[src/rtl/wb_regfile_if.sv]
// rtl/wb_regfile_if.sv - execute-to-writeback result handshake bundle
interface wb_regfile_if #(
  parameter int DW = 32
);
  logic          in_valid;
  logic          in_ready;
  logic          w_enable;
  logic          w_select;
  logic [DW-1:0] w_alu;
  logic [DW-1:0] w_id;
  logic [2:0]    dest_reg;
  logic          set_flags;
  logic [3:0]    flags_in;

  modport master (
    output in_valid, w_enable, w_select, w_alu, w_id, dest_reg, set_flags, flags_in,
    input  in_ready
  );

  modport slave (
    input  in_valid, w_enable, w_select, w_alu, w_id, dest_reg, set_flags, flags_in,
    output in_ready
  );
endinterface

[src/rtl/wb_regfile.sv]
// rtl/wb_regfile.sv - writeback stage: staging register, 8x32 regfile, CPSR, branch condition; optional WB_BYPASS_EN forwards staged data
module wb_regfile #(
  parameter int NREGS = 8,
  parameter int DW    = 32
) (
  input  logic           clk,
  input  logic           rst,
  wb_regfile_if.slave    wb,
  input  logic           hold,
  input  logic [2:0]     rd_addr_0,
  input  logic [2:0]     rd_addr_1,
  output logic [DW-1:0]  r_val_0,
  output logic [DW-1:0]  r_val_1,
  output logic [3:0]     flags,
  input  logic [3:0]     B_cond,
  output logic           cond_pass,
  output logic [31:0]    retire_count
);

  logic [DW-1:0] regs [NREGS];
  logic [3:0]    cpsr;

  logic          stg_valid;
  logic          stg_we;
  logic [2:0]    stg_dest;
  logic [DW-1:0] stg_data;
  logic          stg_sf;
  logic [3:0]    stg_flags;

  logic accept;
  logic commit;

  assign wb.in_ready = !stg_valid || !hold;
  assign accept      = wb.in_valid && wb.in_ready;
  assign commit      = stg_valid && !hold;

  always_ff @(posedge clk) begin
    if (rst) begin
      for (int i = 0; i < NREGS; i++) regs[i] <= '0;
      cpsr         <= 4'b0000;
      retire_count <= 32'd0;
      stg_valid    <= 1'b0;
      stg_we       <= 1'b0;
      stg_dest     <= 3'd0;
      stg_data     <= '0;
      stg_sf       <= 1'b0;
      stg_flags    <= 4'b0000;
    end else begin
      if (commit) begin
        if (stg_we) regs[stg_dest] <= stg_data;
        if (stg_sf) cpsr <= stg_flags;
        retire_count <= retire_count + 32'd1;
      end
      // A same-cycle accept overrides the clear, keeping the pipe full.
      if (accept) begin
        stg_valid <= 1'b1;
        stg_we    <= wb.w_enable;
        stg_dest  <= wb.dest_reg;
        stg_data  <= wb.w_select ? wb.w_id : wb.w_alu;
        stg_sf    <= wb.set_flags;
        stg_flags <= wb.flags_in;
      end else if (commit) begin
        stg_valid <= 1'b0;
      end
    end
  end

  function automatic logic cond_eval(input logic [3:0] code, input logic [3:0] f);
    logic n, c, z, v;
    logic res;
    {n, c, z, v} = f;
    case (code)
      4'b0000: res = z;
      4'b0001: res = !z;
      4'b0010: res = c;
      4'b0011: res = !c;
      4'b0100: res = n;
      4'b0101: res = !n;
      4'b0110: res = v;
      4'b0111: res = !v;
      4'b1000: res = c && !z;
      4'b1001: res = !(c && !z);
      4'b1010: res = (n == v);
      4'b1011: res = (n != v);
      4'b1100: res = !z && (n == v);
      4'b1101: res = z || (n != v);
      4'b1110: res = 1'b1;
      default: res = 1'b0;
    endcase
    return res;
  endfunction

  always_comb begin
    r_val_0 = regs[rd_addr_0];
    r_val_1 = regs[rd_addr_1];
    flags   = cpsr;
`ifdef WB_BYPASS_EN
    if (stg_valid && stg_we && stg_dest == rd_addr_0) r_val_0 = stg_data;
    if (stg_valid && stg_we && stg_dest == rd_addr_1) r_val_1 = stg_data;
    if (stg_valid && stg_sf) flags = stg_flags;
`endif
    cond_pass = cond_eval(B_cond, flags);
  end

endmodule

[src/flat_wrapper.sv]
// flat-port wrapper written by rule: the top's interface ports become plain ports
module wb_regfile_flat 
#(
  parameter int NREGS = 8,
  parameter int DW    = 32
)
  (clk, rst, hold, rd_addr_0, rd_addr_1, r_val_0, r_val_1, flags, B_cond, cond_pass, retire_count, wb_in_valid, wb_w_enable, wb_w_select, wb_w_alu, wb_w_id, wb_dest_reg, wb_set_flags, wb_flags_in, wb_in_ready);
  wb_regfile_if #(.DW(DW)) wb_i ();
  input  logic clk;
  input  logic rst;
  input  logic hold;
  input  logic [2:0] rd_addr_0;
  input  logic [2:0] rd_addr_1;
  output logic [DW-1:0] r_val_0;
  output logic [DW-1:0] r_val_1;
  output logic [3:0] flags;
  input  logic [3:0] B_cond;
  output logic cond_pass;
  output logic [31:0] retire_count;
  input wire logic [$bits(wb_i.in_valid)-1:0] wb_in_valid;
  input wire logic [$bits(wb_i.w_enable)-1:0] wb_w_enable;
  input wire logic [$bits(wb_i.w_select)-1:0] wb_w_select;
  input wire logic [$bits(wb_i.w_alu)-1:0] wb_w_alu;
  input wire logic [$bits(wb_i.w_id)-1:0] wb_w_id;
  input wire logic [$bits(wb_i.dest_reg)-1:0] wb_dest_reg;
  input wire logic [$bits(wb_i.set_flags)-1:0] wb_set_flags;
  input wire logic [$bits(wb_i.flags_in)-1:0] wb_flags_in;
  output wire logic [$bits(wb_i.in_ready)-1:0] wb_in_ready;
  assign wb_i.in_valid = wb_in_valid;
  assign wb_i.w_enable = wb_w_enable;
  assign wb_i.w_select = wb_w_select;
  assign wb_i.w_alu = wb_w_alu;
  assign wb_i.w_id = wb_w_id;
  assign wb_i.dest_reg = wb_dest_reg;
  assign wb_i.set_flags = wb_set_flags;
  assign wb_i.flags_in = wb_flags_in;
  assign wb_in_ready = wb_i.in_ready;
  wb_regfile #(.NREGS(NREGS), .DW(DW)) u_core (.clk(clk), .rst(rst), .wb(wb_i), .hold(hold), .rd_addr_0(rd_addr_0), .rd_addr_1(rd_addr_1), .r_val_0(r_val_0), .r_val_1(r_val_1), .flags(flags), .B_cond(B_cond), .cond_pass(cond_pass), .retire_count(retire_count));
endmodule
[config.mk]
export PLATFORM = sky130hd
export DESIGN_NAME = wb_regfile_flat
export DESIGN_NICKNAME = d
export VERILOG_FILES = /design/src/rtl/wb_regfile_if.sv /design/src/rtl/wb_regfile.sv /design/src/flat_wrapper.sv
export SDC_FILE = /design/constraint.sdc
export NUM_CORES = 1
export LEC_CHECK = 0
export BUFFER_PORTS_ARGS = -buffer_cell sky130_fd_sc_hd__buf_2
export CORE_ASPECT_RATIO = 1.25
export CORE_MARGIN = 2
export CORE_UTILIZATION = 50
export DETAILED_ROUTE_END_ITERATION = 12
export MAX_ROUTING_LAYER = met4
export PLACE_DENSITY = 0.77
export RECOVER_POWER = 50
export SLEW_MARGIN = 10
export SYNTH_ARGS = -nofsm -noshare
export SYNTH_HDL_FRONTEND = slang
export SYNTH_SLANG_ARGS = --single-unit
[constraint.sdc]
create_clock -name clk -period 2.3 [get_ports clk]
set_input_delay 0.46 -clock clk [delete_from_list [all_inputs] [get_ports clk]]
set_output_delay 0.46 -clock clk [all_outputs]
set_load 0.02 [all_outputs]
==> flow_metrics.env <==
export IMPL_antenna_found_initial=0
export IMPL_row_count=75
export IMPL_instances_no_fill=1853
export IMPL_vdd_ir_drop_max_mv=0.421
export IMPL_dp_hpwl_mm=26.9
export IMPL_synth_area_leaders="edfxtp_1 46%, mux4_2 17%, and2_1 9.6%"
export IMPL_wl_per_cell_um=23.7
export IMPL_startpoint_type="flop"
export IMPL_cp_slowest_cell="or4b_4"
export IMPL_core_area_um2=33400
export IMPL_cts_setup_buffers=0
export IMPL_rsz0062_at_grt="true"
export IMPL_tightest_slew_ns=1.14
export IMPL_worst_setup_path_type="flop to output pin"
export IMPL_worstSetupEndpointType="output pin"
export IMPL_synth_seq_cells=334
export IMPL_syn_area_um2=16900
export IMPL_power_report_internal_total_uw=10900
export IMPL_synth_edff_count=256
export IMPL_drc=0
export IMPL_dp_cells=1784
export IMPL_root_buffer="clkbuf_16"
export IMPL_fp_dieW_um=168
export IMPL_hold_viol=0
export IMPL_relSlewSlack=0.239
export IMPL_p_comb_frac=0.124
export IMPL_cts_tree="built"
export IMPL_antennaDiodeCount=0
export IMPL_placed_cell_area_um2=18800
export IMPL_cp_data_required_time_ns=1.84
export IMPL_crit_family="simple AND/OR/NAND/NOR gates"
export IMPL_clk_latency_ns=0.52
export IMPL_grt_pass1_vias=11601
export IMPL_nets=1493
export IMPL_cp_num_buf_inv=1
export IMPL_die_y_um=209
export IMPL_crit_path_max_incr_delay_ns=0.53
export IMPL_async_reset_ff_frac=0
export IMPL_area_growth_pct=22.2
export IMPL_synth_yosys_seq_area_share=0.549
export IMPL_clock_skew_ns=0.0118
export IMPL_drt_pass1_iterations=5
export IMPL_num_vias=11224
export IMPL_timing_critical_path_mode_cell="o211ai_1"
export IMPL_fin_crit_ns=2.35
export IMPL_setup_viol=9
export IMPL_final_core_util=0.616
export IMPL_path_max_fanout=2
export IMPL_ys_warn_count=0
export IMPL_synth_main_ff_cell="edfxtp_1"
export IMPL_violations="negative setup slack"
export IMPL_synth_fp_nets=1289
export IMPL_synth_cell_types=44
export IMPL_syn_inst=1200
export IMPL_clockBufferDepth=3
export IMPL_synth_most_common_cell="and2_1"
export IMPL_yosysTopAreaCellShare=0.456
export IMPL_path_clk_slew_ns=0.06
export IMPL_fmax_mhz=425
export IMPL_routed_wl_mm=44.0
export IMPL_cts_max_level=2
export IMPL_grt_pass1_wl_mm=65.7
export IMPL_crit_chain="or4b_4, o32ai_2, o211ai_1, o211ai_1, buf_2"
export IMPL_finalCritPeriodShare=1.02
export IMPL_power_total_uw=14300
export IMPL_worstPathArrival_ns=1.89
export IMPL_power_leakage_uw=0.00771
export IMPL_numCtsBuffers=36
export IMPL_viasPerCell=6.06
export IMPL_clkPwrFrac=0.396
export IMPL_setup_ws_ns=-0.0540
export IMPL_stdcell_area_um2=20600
export IMPL_postCtsHoldBufs=0
export IMPL_synth_avg_cell_area_um2=14.0
export IMPL_p_sw_uw=3400
export IMPL_power_frac_seq=0.479
export IMPL_gp_routability_congestion=0.871
export IMPL_groute_usage_overall=0.255
export IMPL_drt_initial_drc_count=908
export IMPL_synth_top_area_cell="edfxtp_1"
export IMPL_status="finished, violations left"
export IMPL_ios=190
export IMPL_grt_start_max_net_pins=74
export IMPL_drive_above_1_share=0.337
export IMPL_drv_cap=0
export IMPL_p_sw_frac=0.237
export IMPL_die_area_um2=35200
export IMPL_drtAntennaViolNets=0
export IMPL_powerDensity_nw_per_um2=696
export IMPL_hp_class="primary input to flop"
export IMPL_slew_viol_final=0
export IMPL_io_buffers=189
export IMPL_initial_core_util=0.505
export IMPL_grt_ovfl_total=0
export IMPL_yosys_top_cells_count="258 x and2_1, 256 x edfxtp_1, 128 x mux4_2"
export IMPL_cts_sinks=334
## layer usage
layer,routed length (um),vias up,GRT usage
li1,-,4976,-
met1,16300,5624,0.305
met5,0,-,-
met4,1620,0,0.103
met2,22900,524,0.439
met3,3080,100,0.0334
## kinds of logic after synthesis
logic type | synth area share
fa+ha+maj | 0.000742
flops | 0.549
compound gates | 0.0348
simple gates | 0.150
mux | 0.235
buf+inv | 0.0228
xor+xnor | 0.00779
## layout by cell type (no fill, tap or decap), drive strengths merged, types with 5 or more instances in the layout
cell type	n
mux2	66
nand2	38
a21oi	33
mux4	128
xnor2	10
clkbuf	108
inv	9
nor2b	5
and4	5
or2	10
xor2	5
or4	15
buf	195
mux2i	34
dfxtp	78
a211oi	32
edfxtp	256
nand3	14
nand4	10
and2	258
clkinv	12
nor2	56
nor3	6
o31ai	15
## sequential cells by signal (all words and copies together), names as in the netlist
register             flops
u_core.flags             4
u_core.regs            256
u_core.retire_count     32
u_core.stg_data         32
u_core.stg_dest          3
u_core.stg_flags         4
u_core.stg_sf            1
u_core.stg_valid         1
u_core.stg_we            1
## power by group through the flow
stage	combinational, uW	clock (uW)	sequential (uW)
finish	1780	5690	6870
global route	1870	5980	6900
CTS	1700	5730	6870
detailed placement	1520	0	6990
global placement	1500	0	6970
floorplan	977	0	6920
## worst paths after layout
kind                                                        from                                to  slack (ns)  cells past startpoint
worst max-delay path                u_core.flags[1]$_SDFFE_PP0P_                         cond_pass       -0.05                      5
worst min-delay path                              wb_flags_in[3]  u_core.stg_flags[3]$_SDFFE_PP0P_        0.19                      3
worst max register to register     u_core.stg_valid$_SDFFE_PP0P_  u_core.regs[4][18]$_SDFFCE_PN0P_        0.11                      6
worst min register to register  u_core.stg_flags[3]$_SDFFE_PP0P_  u_core.stg_flags[3]$_SDFFE_PP0P_        0.47                      2
## cell type report
class | count | area (um2)
Inverter | 5 | 18.8
Tap cell | 423 | 529
Timing Repair Buffer | 257 | 2150
Clock buffer | 46 | 1010
Multi-Input combinational cell | 770 | 7490
Sequential cell | 334 | 9250
Fill cell | 2450 | 12800
Clock inverter | 18 | 141
## worst min-delay path: cells and delay by family
family / cells / cell delay [ns]
AOI/OAI and AO/OA: 1 / 0.05
buffers and inverters: 1 / 0.10
and+or+nand+nor: 1 / 0.05
## timing repair
item	4_1_cts	5_1_grt
resized for setup	132	65
pin swaps	4	1
hold endpoints to repair	0	0
gates cloned	0	5
setup endpoints to repair	48	65
## per-stage QoR
step / setup WS (ns) / hold WS, ns / TNS (ns)
after floorplan: 0.0859 / 0.437 / 0
after global placement: -0.0166 / 0.447 / -0.0452
after detailed placement: -0.0224 / 0.456 / -0.0859
after CTS: -0.0688 / 0.169 / -0.204
after global routing: -0.102 / 0.176 / -1.43
final: -0.0540 / 0.189 / -0.134
No activity file was read; power rests on OpenSTA's default activity.
